$ cat config.mk
export PLATFORM = sky130hd
export DESIGN_NAME = riscv_run_monitor_flat
export DESIGN_NICKNAME = d
export VERILOG_FILES = /design/src/rtl/riscv_run_monitor_pkg.sv /design/src/rtl/riscv_run_monitor_if.sv /design/src/rtl/riscv_run_monitor_sat_counter.sv /design/src/rtl/riscv_run_monitor.sv /design/src/flat_wrapper.sv
export SDC_FILE = /design/constraint.sdc
export NUM_CORES = 1
export LEC_CHECK = 0
export ABC_CLOCK_PERIOD_IN_PS = 8800
export CORE_MARGIN = 2
export CORE_UTILIZATION = 58
export DETAILED_ROUTE_END_ITERATION = 6
export PLACE_DENSITY = 0.94
export REMOVE_ABC_BUFFERS = 1
export SLEW_MARGIN = 40
export SYNTH_ARGS = -nofsm -noshare
export SYNTH_HDL_FRONTEND = slang
export SYNTH_SLANG_ARGS = --single-unit
$ cat constraint.sdc
create_clock -name clock -period 8.8 [get_ports clock]
set_input_delay 0.88 -clock clock [delete_from_list [all_inputs] [get_ports clock]]
set_output_delay 0.88 -clock clock [all_outputs]
set_load 0.01 [all_outputs]
$ cat src/rtl/riscv_run_monitor_pkg.sv
// Shared types and constants for the RISC-V run/halt monitor.
package riscv_mon_pkg;

    typedef enum logic [1:0] {
        IDLE  = 2'd0,
        RUN   = 2'd1,
        DRAIN = 2'd2,
        DONE  = 2'd3
    } mon_state_t;

    typedef enum logic [2:0] {
        NONE     = 3'd0,
        ECALL    = 3'd1,
        EBREAK   = 3'd2,
        SELFLOOP = 3'd3,
        TIMEOUT  = 3'd4
    } mon_cause_t;

    localparam logic [31:0] INSTR_ECALL  = 32'h0000_0073;
    localparam logic [31:0] INSTR_EBREAK = 32'h0010_0073;

endpackage

$ cat src/rtl/riscv_run_monitor_if.sv
// Retire-stream and status bundle between the core side (master) and the monitor (slave).
interface riscv_run_monitor_if
    import riscv_mon_pkg::*;
#(
    parameter int XLEN  = 32,
    parameter int CNT_W = 32
);
    logic             start;
    logic             instr_valid;
    logic [XLEN-1:0]  pc;
    logic [XLEN-1:0]  instr;
    logic             busy;
    logic             finish_flag;
    logic             timeout_flag;
    mon_cause_t       cause;
    logic [CNT_W-1:0] cycle_count;
    logic [CNT_W-1:0] instret_count;

    modport master (
        output start, instr_valid, pc, instr,
        input  busy, finish_flag, timeout_flag, cause, cycle_count, instret_count
    );

    modport slave (
        input  start, instr_valid, pc, instr,
        output busy, finish_flag, timeout_flag, cause, cycle_count, instret_count
    );
endinterface

$ cat src/rtl/riscv_run_monitor_sat_counter.sv
// Up-counter with synchronous clear that sticks at all-ones instead of wrapping.
module sat_counter #(
    parameter int W = 32
) (
    input  logic         clock,
    input  logic         rst_n,
    input  logic         i_clr,
    input  logic         i_en,
    output logic [W-1:0] o_count
);
    logic [W-1:0] r_count;

    always_ff @(posedge clock or negedge rst_n) begin
        if (!rst_n) begin
            r_count <= '0;
        end else if (i_clr) begin
            r_count <= '0;
        end else if (i_en && (r_count != '1)) begin
            r_count <= r_count + 1'b1;
        end
    end

    assign o_count = r_count;
endmodule

$ cat src/rtl/riscv_run_monitor.sv
// Run/halt monitor: watches the retire stream, detects halts/timeouts and latches the cause.
//   state | meaning
//   IDLE  | waiting for the first start after reset
//   RUN   | program running, halt/loop/watchdog detection active
//   DRAIN | halt seen, letting the pipeline settle for DRAIN_CYCLES
//   DONE  | finished, outputs frozen until the next start
module riscv_run_monitor
    import riscv_mon_pkg::*;
#(
    parameter int XLEN           = 32,
    parameter int CNT_W          = 32,
    parameter int TIMEOUT_CYCLES = 100000,
    parameter int LOOP_REPEAT    = 2,
    parameter int DRAIN_CYCLES   = 1
) (
    input  logic          clock,
    input  logic          rst_n,
    riscv_run_monitor_if.slave mon
);
    localparam logic [63:0] TO_LAST    = 64'(TIMEOUT_CYCLES) - 64'd1;
    localparam logic [31:0] DRAIN_LAST = 32'(DRAIN_CYCLES - 1);
    localparam logic [31:0] LOOP_N     = 32'(LOOP_REPEAT);

    mon_state_t      r_state;
    mon_cause_t      r_cause;
    logic            r_busy;
    logic            r_finish;
    logic            r_timeout;
    logic [31:0]     r_drain_cnt;
    logic [XLEN-1:0] r_last_pc;
    logic            r_last_pc_valid;
    logic [31:0]     r_loop_cnt;

    logic [CNT_W-1:0] w_cycle_count;
    logic [CNT_W-1:0] w_instret_count;
    logic             w_start_acc;
    logic             w_retire;
    logic             w_cyc_en;
    logic             w_is_ecall;
    logic             w_is_ebreak;
    logic             w_pc_match;
    logic             w_loop_hit;
    logic             w_timeout;
    logic             w_halt;
    mon_cause_t       w_halt_cause;

    assign w_start_acc = mon.start && ((r_state == IDLE) || (r_state == DONE));
    assign w_retire    = mon.instr_valid && (r_state == RUN);
    assign w_cyc_en    = (r_state == RUN) || (r_state == DRAIN);
    assign w_is_ecall  = w_retire && (mon.instr[31:0] == INSTR_ECALL);
    assign w_is_ebreak = w_retire && (mon.instr[31:0] == INSTR_EBREAK);
    assign w_pc_match  = r_last_pc_valid && (mon.pc == r_last_pc);
    // r_loop_cnt is the pre-update count, so this retire is repeat number r_loop_cnt+2.
    assign w_loop_hit  = (LOOP_REPEAT != 0) && w_retire && w_pc_match &&
                         ((r_loop_cnt + 32'd2) == LOOP_N);
    assign w_timeout   = (TIMEOUT_CYCLES != 0) && (r_state == RUN) &&
                         (64'(w_cycle_count) == TO_LAST);
    assign w_halt      = w_is_ecall || w_is_ebreak || w_loop_hit;

    always_comb begin
        w_halt_cause = NONE;
        if (w_is_ecall)       w_halt_cause = ECALL;
        else if (w_is_ebreak) w_halt_cause = EBREAK;
        else if (w_loop_hit)  w_halt_cause = SELFLOOP;
    end

    sat_counter #(.W(CNT_W)) u_cycle_cnt (
        .clock   (clock),
        .rst_n   (rst_n),
        .i_clr   (w_start_acc),
        .i_en    (w_cyc_en),
        .o_count (w_cycle_count)
    );

    sat_counter #(.W(CNT_W)) u_instret_cnt (
        .clock   (clock),
        .rst_n   (rst_n),
        .i_clr   (w_start_acc),
        .i_en    (w_retire),
        .o_count (w_instret_count)
    );

    always_ff @(posedge clock or negedge rst_n) begin
        if (!rst_n) begin
            r_state     <= IDLE;
            r_cause     <= NONE;
            r_busy      <= 1'b0;
            r_finish    <= 1'b0;
            r_timeout   <= 1'b0;
            r_drain_cnt <= '0;
        end else begin
            case (r_state)
                IDLE, DONE: begin
                    if (w_start_acc) begin
                        r_state     <= RUN;
                        r_cause     <= NONE;
                        r_busy      <= 1'b1;
                        r_finish    <= 1'b0;
                        r_timeout   <= 1'b0;
                        r_drain_cnt <= '0;
                    end
                end
                RUN: begin
                    if (w_halt) begin
                        r_cause     <= w_halt_cause;
                        r_drain_cnt <= '0;
                        if (DRAIN_CYCLES == 0) begin
                            r_state  <= DONE;
                            r_busy   <= 1'b0;
                            r_finish <= 1'b1;
                        end else begin
                            r_state <= DRAIN;
                        end
                    end else if (w_timeout) begin
                        r_state   <= DONE;
                        r_cause   <= TIMEOUT;
                        r_busy    <= 1'b0;
                        r_finish  <= 1'b1;
                        r_timeout <= 1'b1;
                    end
                end
                DRAIN: begin
                    if (r_drain_cnt == DRAIN_LAST) begin
                        r_state  <= DONE;
                        r_busy   <= 1'b0;
                        r_finish <= 1'b1;
                    end else begin
                        r_drain_cnt <= r_drain_cnt + 32'd1;
                    end
                end
                default: r_state <= IDLE;
            endcase
        end
    end

    always_ff @(posedge clock or negedge rst_n) begin
        if (!rst_n) begin
            r_last_pc       <= '0;
            r_last_pc_valid <= 1'b0;
            r_loop_cnt      <= '0;
        end else if (w_start_acc) begin
            r_last_pc_valid <= 1'b0;
            r_loop_cnt      <= '0;
        end else if (w_retire) begin
            if (!r_last_pc_valid || !w_pc_match) begin
                r_last_pc       <= mon.pc;
                r_last_pc_valid <= 1'b1;
                r_loop_cnt      <= '0;
            end else if (r_loop_cnt != '1) begin
                r_loop_cnt <= r_loop_cnt + 32'd1;
            end
        end
    end

    assign mon.busy          = r_busy;
    assign mon.finish_flag   = r_finish;
    assign mon.timeout_flag  = r_timeout;
    assign mon.cause         = r_cause;
    assign mon.cycle_count   = w_cycle_count;
    assign mon.instret_count = w_instret_count;
endmodule

$ cat src/flat_wrapper.sv
// flat-port wrapper written by rule: the top's interface ports become plain ports
module riscv_run_monitor_flat import riscv_mon_pkg::*;
#(
    parameter int XLEN           = 32,
    parameter int CNT_W          = 32,
    parameter int TIMEOUT_CYCLES = 100000,
    parameter int LOOP_REPEAT    = 2,
    parameter int DRAIN_CYCLES   = 1
)
  (clock, rst_n, mon_start, mon_instr_valid, mon_pc, mon_instr, mon_busy, mon_finish_flag, mon_timeout_flag, mon_cause, mon_cycle_count, mon_instret_count);
  riscv_run_monitor_if #(.XLEN(XLEN), .CNT_W(CNT_W)) mon_i ();
  input  logic clock;
  input  logic rst_n;
  input wire logic [$bits(mon_i.start)-1:0] mon_start;
  input wire logic [$bits(mon_i.instr_valid)-1:0] mon_instr_valid;
  input wire logic [$bits(mon_i.pc)-1:0] mon_pc;
  input wire logic [$bits(mon_i.instr)-1:0] mon_instr;
  output wire logic [$bits(mon_i.busy)-1:0] mon_busy;
  output wire logic [$bits(mon_i.finish_flag)-1:0] mon_finish_flag;
  output wire logic [$bits(mon_i.timeout_flag)-1:0] mon_timeout_flag;
  output wire logic [$bits(mon_i.cause)-1:0] mon_cause;
  output wire logic [$bits(mon_i.cycle_count)-1:0] mon_cycle_count;
  output wire logic [$bits(mon_i.instret_count)-1:0] mon_instret_count;
  assign mon_i.start = mon_start;
  assign mon_i.instr_valid = mon_instr_valid;
  assign mon_i.pc = mon_pc;
  assign mon_i.instr = mon_instr;
  assign mon_busy = mon_i.busy;
  assign mon_finish_flag = mon_i.finish_flag;
  assign mon_timeout_flag = mon_i.timeout_flag;
  assign mon_cause = mon_i.cause;
  assign mon_cycle_count = mon_i.cycle_count;
  assign mon_instret_count = mon_i.instret_count;
  riscv_run_monitor #(.XLEN(XLEN), .CNT_W(CNT_W), .TIMEOUT_CYCLES(TIMEOUT_CYCLES), .LOOP_REPEAT(LOOP_REPEAT), .DRAIN_CYCLES(DRAIN_CYCLES)) u_core (.clock(clock), .rst_n(rst_n), .mon(mon_i));
endmodule
# Yosys cells after proc, flatten, opt, wreduce, memory -nomap -nowiden

Index checks and enable logic that the tools add are counted.

Flip-flop bits (word level): 169
Output and inout bits: 70

Add/sub/neg operators: 5
Eq/ne operators: 18
Muxes and demuxes: 38
Bitwise logic cells: 1
Reduce and logical (&&, ||, !) cells: 34

Operators with widths:

| cell                                                               | count |
|---|---|
| 32-bit 2-to-1 mux                                                  | 11 |
| 32-bit by 1-bit adder with 32-bit output (second input constant)   | 4 |
| 32-bit != test (second input constant)                             | 3 |
| 32-bit one-hot mux with 3 select lines                             | 1 |
| 32-bit by 2-bit adder with 32-bit output (second input constant)   | 1 |
| 32-bit by 17-bit == test with 1-bit output (second input constant) | 1 |
| 32-bit by 2-bit == test with 1-bit output (second input constant)  | 1 |
| 32-bit by 21-bit == test with 1-bit output (second input constant) | 1 |
| 32-bit == test                                                     | 1 |
| 32-bit by 7-bit == test with 1-bit output (second input constant)  | 1 |
| 32-bit zero test                                                   | 1 |
| 2-bit 2-to-1 mux                                                   | 7 |
| 3-bit AND reduction                                                | 4 |
| 1-bit 2-to-1 mux                                                   | 11 |
| 1-bit logical AND                                                  | 10 |
| 2-bit nonzero test                                                 | 5 |
| 3-bit 2-to-1 mux                                                   | 3 |
| 2-bit != test (second input constant)                              | 4 |
| 4-bit AND reduction                                                | 2 |
| 1-bit one-hot mux with 3 select lines                              | 2 |
| 2-bit one-hot mux with 3 select lines                              | 1 |
| 3-bit one-hot mux with 2 select lines                              | 1 |
| 1-bit logical OR                                                   | 5 |
| 2-bit == test (second input constant)                              | 2 |
| 10 further kinds                                                   | 13 |

# Longest topological paths before layout

Gate-level depths: netlist (run 1).

Depth in word-level cells: 9
Mapped depth: 12

# Cells and area by module

From an unflattened synthesis (run 1), not the netlist that was laid out.

Cells, all modules: 1118
Area total of the unflattened synthesis: 10397.5 µm²

By module, submodules not included:

| module                              | instances | cells each | area an instance (µm²) | seq. area each (µm²) |
|---|---|---|---|---|
| riscv_run_monitor                   | 1         | 720        | 6622.6                 | 2627.5 |
| sat_counter at u_core.u_instret_cnt | 1         | 200        | 1920.6                 | 800.8 |
| sat_counter at u_core.u_cycle_cnt   | 1         | 198        | 1854.3                 | 800.8 |

# Least setup slack after synthesis (run 1)

No wires, ideal clock.

Path kind: in2reg
Start: input mon_pc[20]
End: register u_core.r_drain_cnt[23]
Setup time: 0.079 ns
Data arrival time: 3.316 ns
Path slack: 5.404 ns
Stages on the path: 10
Path buffers: 2
Path through: xnor2_1 -> nand4_1 -> or4_1 -> nor4_2 -> and4b_1 -> a41oi_1 -> buf_6 -> buf_8 -> a2111oi_0 -> a2bb2oi_1

Word-level cells in the longest chain between the ends: 7

RTL lines:

| what                                                      | RTL line                 | text |
|---|---|---|
| start: declaration                                        | flat_wrapper.sv:16       | `input wire logic [$bits(mon_i.pc)-1:0] mon_pc;` |
| 32-bit == test                                            | riscv_run_monitor.sv:52  | `assign w_pc_match = r_last_pc_valid && (mon.pc == r_last_pc);` |
| 1-bit logical AND                                         | riscv_run_monitor.sv:52  |  |
| 1-bit logical AND (2 in a row)                            | riscv_run_monitor.sv:54  | `assign w_loop_hit = (LOOP_REPEAT != 0) && w_retire && w_pc_match &&` |
| 1-bit logical OR                                          | riscv_run_monitor.sv:58  | `assign w_halt = w_is_ecall \|\| w_is_ebreak \|\| w_loop_hit;` |
| 2-bit by 1-bit != test with 1-bit output (no source line) | --                       |  |
| 3-bit AND reduction (no source line)                      | --                       |  |
| end signal: assignment                                    | riscv_run_monitor.sv:128 | `r_drain_cnt <= r_drain_cnt + 32'd1;` |
| end: declaration                                          | riscv_run_monitor.sv:29  | `logic [31:0] r_drain_cnt;` |

Every way passes these cells.
A chain may end at the register's enable or synchronous reset.

# Worst setup path after layout (run 1)

Start: input mon_pc[2]
End: register u_core.r_drain_cnt[1]

The elaborated chain is that of the path after synthesis.

==> results of run 1 <==
-- routing by layer --
layer / up-vias / share of wire / wire length, µm / global-route usage
met1: 4532 / 0.39 / 10940 / 0.3851
li1: 4212 / - / - / -
met2: 542 / 0.48 / 13500 / 0.5056
met4: 0 / 0.033 / 923 / 0.1227
met3: 100 / 0.094 / 2622 / 0.07830
met5: - / 0 / 0 / 0
-- through the flow --
stage          setup WS (ns)  hold WS, ns
4_1_cts                4.496       0.5145
6_report               4.446       0.4818
2_1_floorplan          4.366       0.4562
3_5_place_dp           4.062       0.4986
5_1_grt                4.168       0.5362
3_3_place_gp           4.202       0.4788
-- cells by family (layout without fill, tap and decap cells) --
kind of cell / after synthesis / after routing
DFF: 169 / 169
buffers and inverters: 97 / 216
xor gates and xnor gates: 116 / 116
muxes: 43 / 43
adders and majority gates: 9 / 9
AOI/OAI and AO/OA: 160 / 160
and+or+nand+nor: 510 / 510
-- layout by cell type, fill, tap and decap left out, drive strengths merged, types with 14 or more instances in the layout --
cell / Yosys / layout
a2111oi: 14 / 14
a211o: 14 / 14
a211oi: 18 / 18
a21oi: 18 / 18
and2: 15 / 15
and3: 21 / 21
clkbuf: 44 / 19
clkdlybuf4s50: 0 / 136
dfrtp: 169 / 169
inv: 34 / 44
mux2: 33 / 33
nand2: 100 / 100
nand3: 63 / 63
nand4: 45 / 45
nor2: 120 / 120
nor3: 31 / 31
nor4: 38 / 38
o21ai: 32 / 32
or3: 17 / 17
xnor2: 60 / 60
xor2: 56 / 56
-- worst max-delay path, cell delays in order --
cell             delay [ns]
clkdlybuf4s50_1        0.45
xnor2_1                0.27
nand2_1                0.11
or4_1                  0.54
nor4_2                 0.64
and4b_1                0.36
a41oi_2                0.12
buf_4                  0.26
a211oi_1               0.59
buf_4                  0.28
mux2i_1                0.20
-- power by group through the flow --
stage	Clock, W	Combinational [W]	Sequential [W]
floorplan	0	0.000575	0.00100
global route	0.000837	0.00101	0.00102
CTS	0.000800	0.000924	0.00101
global placement	0	0.000874	0.00101
finish	0.000797	0.000938	0.00101
detailed placement	0	0.000910	0.00102
-- flip-flops by register name, summed over array words and instances (netlist names) --
name and cells:
u_core.r_loop_cnt 32, u_core.mon.timeout_flag 1, u_core.mon.cause 3, u_core.u_instret_cnt.o_count 32, u_core.r_last_pc_valid 1, u_core.mon.finish_flag 1
u_core.r_drain_cnt 32, u_core.r_state 2, u_core.u_cycle_cnt.o_count 32, u_core.mon.busy 1, u_core.r_last_pc 32
-- layout make-up --
| class | instances | area (µm²) |
|---|---|---|
| multi-input cells | 838 | 5513 |
| fillers | 1221 | 4926 |
| flip-flops and latches | 169 | 4229 |
| repair buffers | 150 | 1479 |
| clock buffers | 17 | 425.4 |
| well taps | 225 | 281.5 |
| clock inverters | 15 | 195.2 |
| inverters | 34 | 127.6 |
-- worst paths after layout --
check                           slack [ns]                          endpoint  cells past startpoint                  from
worst max-delay path                  4.45             u_core.r_drain_cnt[1]                     11             mon_pc[2]
worst max register to register        4.66             u_core.r_drain_cnt[1]                     11  u_core.r_loop_cnt[1]
max in group asynchronous             7.12  u_core.u_instret_cnt.o_count[13]                      2                 rst_n
worst min-delay path                  0.48             u_core.r_loop_cnt[21]                      1                 rst_n
min in group clock                    0.51               u_core.mon.cause[0]                      1   u_core.mon.cause[0]
worst min register to register        0.51               u_core.mon.cause[0]                      1   u_core.mon.cause[0]
==> impl_metrics.env, run 1 <==
export IMPL_io_buffers=137
export IMPL_crit_path_end_kind="flop"
export IMPL_cts_tree="done"
export IMPL_grtUsageTotal=0.3062
export IMPL_final_nets=1287
export IMPL_synth_cells=1104
export IMPL_seqPwrFrac=0.369
export IMPL_coreArea_mm2=0.01718
export IMPL_rsz0062_at_grt="false"
export IMPL_synth_most_common_cell="dfrtp_1"
export IMPL_grt_pass1_wl_mm=45.09
export IMPL_maxCapViolCount=0
export IMPL_post_cts_buffers=0
export IMPL_syn_area_mm2=0.01011
export IMPL_finalMaxSlewViolations=0
export IMPL_avgViaCountPerCell=6.482
export IMPL_finalCriticalPeriod_ns=4.354
export IMPL_diodes=0
export IMPL_yosys_most_used_dff="dfrtp_1"
export IMPL_avgSynthCellArea_um2=9.154
export IMPL_crit_required_ns=9.15
export IMPL_crit_type="primary input to flop"
export IMPL_synth_top_family_by_area="simple AND/OR/NAND/NOR gates"
export IMPL_clock_sinks=169
export IMPL_worstHoldPathType="primary input to asynchronous set/reset pin"
export IMPL_die_x_um=136
export IMPL_antenna_found_initial=0
export IMPL_initial_core_util=0.5884
export IMPL_swShare=0.3839
export IMPL_ys_types=74
export IMPL_status="finished with violations"
export IMPL_p_int_w=0.001693
export IMPL_wl_per_cell_um=19.33
export IMPL_fin_cells=1448
export IMPL_ys_seq_area_frac=0.4185
export IMPL_synthMuxAreaShare=0.04668
export IMPL_crit_fanout=29
export IMPL_max_freq_mhz=229.7
export IMPL_ys_top_cells_by_count="169 x dfrtp_1, 120 x nor2_1, 100 x nand2_1"
export IMPL_holdBufCountCts=0
export IMPL_finClkSkew_ns=0.01081
export IMPL_ir_drop_uv=160.2
export IMPL_drive_above_1_share=0.07931
export IMPL_synthAdderAreaFrac=0.01114
export IMPL_wirelength_mm=27.99
export IMPL_overflow=0
export IMPL_rows=48
export IMPL_yosys_register_bits=169
export IMPL_synth_xor_xnor_area_share=0.1005
export IMPL_worst_pin_slew_ns=0.8120
export IMPL_fin_crit_sh=0.4948
export IMPL_synth_top_area_cell="dfrtp_1"
export IMPL_finalHoldViolCount=0
export IMPL_grt_pass1_vias=9014
export IMPL_place_congestion=0.9414
export IMPL_violations="design-rule violations"
export IMPL_h_tree_depth=4
export IMPL_hpwl_mm=18.73
export IMPL_setup_tns_ns=0
export IMPL_p_comb_frac=0.341
export IMPL_placed_cell_area_mm2=0.01162
export IMPL_synth_area_leaders="dfrtp_1 42%, xnor2_1 5.2%, xor2_1 4.9%"
export IMPL_clk_transition_reported_paths_ns=0.07
export IMPL_post_route_drc_count=2
export IMPL_ys_warn_count=0
export IMPL_worstPathArrival_ns=4.71
export IMPL_maxSlewHeadroom=0.4587
export IMPL_p_leak_nw=5.005
export IMPL_switchingPower_w=0.001055
export IMPL_power_frac_clock=0.290
export IMPL_die_y_um=136
export IMPL_synth_edf_count=0
export IMPL_firstDrtPassIters=7
export IMPL_cts_buffers=17
export IMPL_p_total_w=0.002749
export IMPL_clk_path_buf_depth=2
export IMPL_post_route_util=0.7132
export IMPL_dp_cells=1416
export IMPL_area_delta_synth_final_pct=21.22
export IMPL_final_design_area_no_fill_mm2=0.01225
export IMPL_cts_resized=0
export IMPL_cts_root_buf="clkbuf_16"
export IMPL_vias=9386
export IMPL_detail_route_antenna_nets=0
export IMPL_synth_top_area_frac=0.4185
export IMPL_setup_violations=0
export IMPL_synth_simple_area_share=0.2637
export IMPL_synth_compound_area_share=0.1186
export IMPL_clock_latency_ns=0.44
export IMPL_drt_iter0_markers=970
export IMPL_io_pin_count=138
export IMPL_grt_max_degree=87
export IMPL_async_flop_share=1.000
export IMPL_die_area_mm2=0.01850
export IMPL_p_per_area_mw_per_mm2=224.4
export IMPL_cp_start_kind="primary input"
Power figures use the tool's default switching activity.
==> run 2: changes to the inputs <==
ABC_CLOCK_PERIOD_IN_PS = 3500   (was 8800)
CORE_UTILIZATION = 51   (was 58)
PLACE_DENSITY = 0.88   (was 0.94)
clock period = 3.5 ns   (was 8.8 ns; I/O delays follow)
==> impl_metrics.env, run 2 (same netlist as run 1, synthesis figures left out) <==
export IMPL_crit_cells=11
export IMPL_power_frac_clock=0.279
export IMPL_diodes=0
export IMPL_p_per_area_mw_per_mm2=550.2
export IMPL_crit_required_ns=3.85
export IMPL_p_total_w=0.006868
export IMPL_final_common_cell="dfrtp_1"
export IMPL_finalMaxSlewViolations=0
export IMPL_critPathBufInv=3
export IMPL_p_leak_nw=5.141
export IMPL_io_buffers=137
export IMPL_grt_pass1_vias=9023
export IMPL_final_cell_mix="169 x dfrtp_1, 136 x clkdlybuf4s50_1, 119 x nor2_1"
export IMPL_rsz0062_at_grt="false"
export IMPL_ir_drop_uv=572.1
export IMPL_swShare=0.3845
export IMPL_clk_path_buf_depth=2
export IMPL_n_fill_cell=1507
export IMPL_switchingPower_w=0.002640
export IMPL_cp_start_kind="flop"
export IMPL_coreArea_mm2=0.01946
export IMPL_critical_path_top_delay_family="simple AND/OR/NAND/NOR gates"
export IMPL_clock_sinks=169
export IMPL_h_tree_depth=4
export IMPL_avgViaCountPerCell=6.153
export IMPL_drive_above_1_share=0.09791
export IMPL_wl_per_cell_um=18.20
export IMPL_crit_fanout=18
export IMPL_finClkSkew_ns=0.01515
export IMPL_grt_max_degree=84
export IMPL_max_freq_mhz=295.5
export IMPL_detail_route_antenna_nets=0
export IMPL_setup_tns_ns=0
export IMPL_p_int_w=0.004227
export IMPL_overflow=0
export IMPL_status="complete, no violations"
export IMPL_finalCriticalPeriod_ns=3.384
export IMPL_grt_pass1_wl_mm=44.90
export IMPL_crit_path_end_kind="flop"
export IMPL_place_congestion=0.9519
export IMPL_hpwl_mm=18.82
export IMPL_maxSlewHeadroom=0.4969
export IMPL_fin_crit_sh=0.9669
export IMPL_worstPathArrival_ns=3.74
export IMPL_p_comb_frac=0.350
export IMPL_rows=51
export IMPL_wirelength_mm=27.50
export IMPL_io_pin_count=138
export IMPL_crit_chain="buf_4 > inv_1 > ha_1 > nor3b_1 > o221ai_1 > or4_1 > and4b_1 > a41oi_2 > buf_4 > a2111oi_0 > a2bb2oi_1"
export IMPL_cts_tree="done"
export IMPL_cp_slowest_cell="or4_1"
export IMPL_cts_root_buf="clkbuf_16"
export IMPL_antenna_found_initial=0
export IMPL_area_delta_synth_final_pct=23.51
export IMPL_max_stage_delay_ns=0.58
export IMPL_die_x_um=144.8
export IMPL_initial_core_util=0.5193
export IMPL_cts_buffers=17
export IMPL_final_nets=1310
export IMPL_finalHoldViolCount=0
export IMPL_die_y_um=144.8
export IMPL_vias=9297
export IMPL_post_route_drc_count=0
export IMPL_drt_iter0_markers=891
export IMPL_ff2ff_path_depth=11
export IMPL_worst_pin_slew_ns=0.7484
export IMPL_crit_type="flop to flop"
export IMPL_seqPwrFrac=0.371
export IMPL_crit_top_cell="buf_4"
export IMPL_firstDrtPassIters=6
export IMPL_maxCapViolCount=0
export IMPL_setup_violations=0
export IMPL_clk_transition_reported_paths_ns=0.07
export IMPL_worstHoldPathType="primary input to asynchronous set/reset pin"
export IMPL_die_area_mm2=0.02096
export IMPL_clock_latency_ns=0.44
export IMPL_grtUsageTotal=0.2688
run 2: cell types whose count changed in the layout (fill, tap and decap cells not counted), sizes merged:
cell	previous run	this run
clkinvlp	1	2
clkinv	2	1
dlygate4sd3	0	1
bufinv	2	1
buf	12	35
run 2: per-layer routing:
layer,track usage,wire length [µm]
met2,0.4441,13290
met3,0.05067,2011
met5,0,0
met4,0.1063,669
met1,0.3504,11520
run 2: worst paths after layout:
kind | start | to | slack [ns]
min in group clock | u_core.mon.cause[0] | u_core.mon.cause[0] | 0.52
max in group asynchronous | rst_n | u_core.r_loop_cnt[26] | 2.15
max | u_core.r_loop_cnt[1] | u_core.r_drain_cnt[23] | 0.12
min | rst_n | u_core.r_last_pc[19] | 0.50
max reg2reg | u_core.r_loop_cnt[1] | u_core.r_drain_cnt[23] | 0.12
min reg2reg | u_core.mon.cause[0] | u_core.mon.cause[0] | 0.52
run 2: per-stage QoR:
stage	hold WS, ns	utilization	instances	setup WS [ns]	instance area, µm²
2_1_floorplan	0.05441	-	1041	-0.9339	9821
3_3_place_gp	0.4514	0.6075	1477	0.01255	11820
3_5_place_dp	0.4488	0.6085	1477	-0.07595	11840
4_1_cts	0.5260	0.6393	1510	0.09283	12440
5_1_grt	0.5413	0.6413	1511	0.006323	12480
6_report	0.4988	0.6413	1511	0.1158	12480
run 2: power groups by stage:
stage	logic (W)	registers [W]	clock network, W
after floorplan	0.00145	0.00252	0
after global placement	0.00225	0.00254	0
after detailed placement	0.00233	0.00257	0
after CTS	0.00237	0.00254	0.00193
after global routing	0.00261	0.00259	0.00201
final	0.00240	0.00255	0.00191
run 2: cell type report:
| cell class | instances | area (µm²) | area share |
|---|---|---|---|
| multi-input combinational | 838 | 5532 | 0.4432 |
| sequential | 169 | 4229 | 0.3388 |
| inverter | 34 | 127.6 | 0.01022 |
| clock inverter | 14 | 150.1 | 0.01203 |
| timing repair buffer | 173 | 1673 | 0.1340 |
| tap | 265 | 331.6 | 0.02656 |
| clock buffer | 18 | 439.2 | 0.03518 |
run 2: timing repair:
action | CTS | global route
resized for setup | 0 | 4
hold buffers | 1 | 0
endpoints found under the setup margin | 0 | 12
hold endpoints to repair | 35 | 0
buffers inserted | 0 | 1
==> run 3: changes to the inputs <==
SETUP_SLACK_MARGIN = 0.05   (was unset)
SKIP_CTS_REPAIR_TIMING = 1   (was unset)
==> impl_metrics.env, run 3 (same netlist as run 1, synthesis figures left out) <==
export IMPL_crit_fanout=18
export IMPL_ff2ff_path_depth=11
export IMPL_cts_root_buf="clkbuf_16"
export IMPL_maxSlewHeadroom=0.4884
export IMPL_fin_crit_sh=0.9761
export IMPL_final_design_area_no_fill_mm2=0.01248
export IMPL_area_delta_synth_final_pct=23.54
export IMPL_r2r_end="u_core.r_drain_cnt[23]"
export IMPL_max_stage_delay_ns=0.58
export IMPL_finClkSkew_ns=0.01260
export IMPL_grt_pass1_vias=9022
export IMPL_overflow=0
export IMPL_r2r_slack_ns=0.08
export IMPL_grtUsageTotal=0.2687
export IMPL_detail_route_antenna_nets=0
export IMPL_finalMaxSlewViolations=0
export IMPL_post_route_drc_count=0
export IMPL_vias=9286
export IMPL_io_buffers=137
export IMPL_io_pin_count=138
export IMPL_hpwl_mm=18.82
export IMPL_finalHoldViolCount=0
export IMPL_clock_latency_ns=0.44
export IMPL_critical_path_top_delay_family="simple AND/OR/NAND/NOR gates"
export IMPL_worst_pin_slew_ns=0.7610
export IMPL_maxCapViolCount=0
export IMPL_finalCriticalPeriod_ns=3.416
export IMPL_grt_pass1_wl_mm=44.88
export IMPL_placed_cell_area_mm2=0.01184
export IMPL_ir_drop_uv=567.6
export IMPL_switchingPower_w=0.002635
export IMPL_worstPathArrival_ns=3.77
export IMPL_fin_cells=1511
export IMPL_initial_core_util=0.5193
export IMPL_clock_sinks=169
export IMPL_drive_above_1_share=0.09872
export IMPL_grt_max_degree=84
export IMPL_p_per_area_mw_per_mm2=549.7
export IMPL_crit_cells=11
export IMPL_crit_top_cell="buf_4"
export IMPL_drt_iter0_markers=794
export IMPL_seqPwrFrac=0.371
export IMPL_r2r_start="u_core.r_loop_cnt[1]"
export IMPL_coreArea_mm2=0.01946
export IMPL_cts_tree="done"
export IMPL_max_freq_mhz=292.7
export IMPL_p_int_w=0.004228
export IMPL_n_fill_cell=1505
export IMPL_power_frac_clock=0.279
export IMPL_final_nets=1310
export IMPL_worst_slack_ns=0.08356
export IMPL_rows=51
export IMPL_cp_slowest_cell="or4_1"
export IMPL_multi_input_area_mm2=0.005533
export IMPL_die_y_um=144.8
export IMPL_dp_cells=1477
export IMPL_crit_chain="buf_4 > inv_1 > ha_1 > nor3b_1 > o221ai_1 > or4_1 > and4b_1 > a41oi_2 > buf_4 > a2111oi_0 > a2bb2oi_1"
export IMPL_setup_tns_ns=0
export IMPL_ff_latch_area_mm2=0.004230
export IMPL_crit_path_end_kind="flop"
export IMPL_diodes=0
export IMPL_rsz0062_at_grt="true"
export IMPL_p_comb_frac=0.349
export IMPL_final_cell_mix="168 x dfrtp_1, 136 x clkdlybuf4s50_1, 119 x nor2_1"
export IMPL_clk_transition_reported_paths_ns=0.07
export IMPL_wl_per_cell_um=18.20
export IMPL_cp_start_kind="flop"
export IMPL_clk_path_buf_depth=2
export IMPL_antenna_found_initial=0
export IMPL_worstHoldPathType="primary input to asynchronous set/reset pin"
export IMPL_status="complete, no violations"
export IMPL_critPathBufInv=3
export IMPL_die_area_mm2=0.02096
export IMPL_p_leak_nw=5.139
export IMPL_swShare=0.3840
export IMPL_h_tree_depth=4
export IMPL_final_common_cell="dfrtp_1"
export IMPL_die_x_um=144.8
export IMPL_crit_type="flop to flop"
export IMPL_p_total_w=0.006863
export IMPL_firstDrtPassIters=6
export IMPL_setup_violations=0
export IMPL_avgViaCountPerCell=6.146
export IMPL_wirelength_mm=27.50
export IMPL_crit_required_ns=3.85
export IMPL_pre_cts_ws_ns=-0.07595
export IMPL_place_congestion=0.9519
export IMPL_cts_buffers=17
[run 3: cell counts in the layout (fill, tap and decap cells not counted)]
Identical to the previous run, type by type.
[run 3: power groups by stage]
| stage | clock network (W) | logic [W] | registers, W |
|---|---|---|---|
| global placement | 0 | 0.00225 | 0.00254 |
| floorplan | 0 | 0.00145 | 0.00252 |
| finish | 0.00192 | 0.00240 | 0.00255 |
| global route | 0.00201 | 0.00261 | 0.00259 |
| CTS | 0.00193 | 0.00237 | 0.00254 |
| detailed placement | 0 | 0.00233 | 0.00257 |
[run 3: cell type report]
class / instances / share of cell area
multi-input combinational: 838 / 0.4432
tap: 265 / 0.02656
sequential: 169 / 0.3388
inverter: 34 / 0.01022
clock buffer: 18 / 0.03518
clock inverter: 14 / 0.01203
timing repair buffer: 173 / 0.1340
[run 3: worst max path at each step]
stage,start,end,slack (ns)
floorplan,u_core.r_state[1],u_core.r_drain_cnt[0],-0.93
global placement,mon_pc[12],u_core.r_drain_cnt[23],0.01
detailed placement,mon_pc[23],u_core.r_drain_cnt[23],-0.08
CTS,u_core.r_loop_cnt[5],u_core.r_drain_cnt[23],0.09
global route,u_core.r_loop_cnt[1],u_core.r_drain_cnt[23],0.01
finish,u_core.r_loop_cnt[1],u_core.r_drain_cnt[23],0.08
[run 3: through the flow]
| step | hold slack [ns] | utilization |
|---|---|---|
| after global placement | 0.4514 | 0.6075 |
| after global routing | 0.5413 | 0.6415 |
| after floorplan | 0.05441 | - |
| after detailed placement | 0.4488 | 0.6085 |
| final | 0.4933 | 0.6415 |
| after CTS | -0.01224 | 0.6388 |
[run 3: routing by layer]
layer  global-route usage  wire length [µm]  vias to the layer above
met2               0.4441             13270                      491
met4               0.1063               682                        0
met5                    0                 0                        -
met1               0.3502             11360                     4477
li1                     -                 -                     4250
met3              0.05067              2193                       68
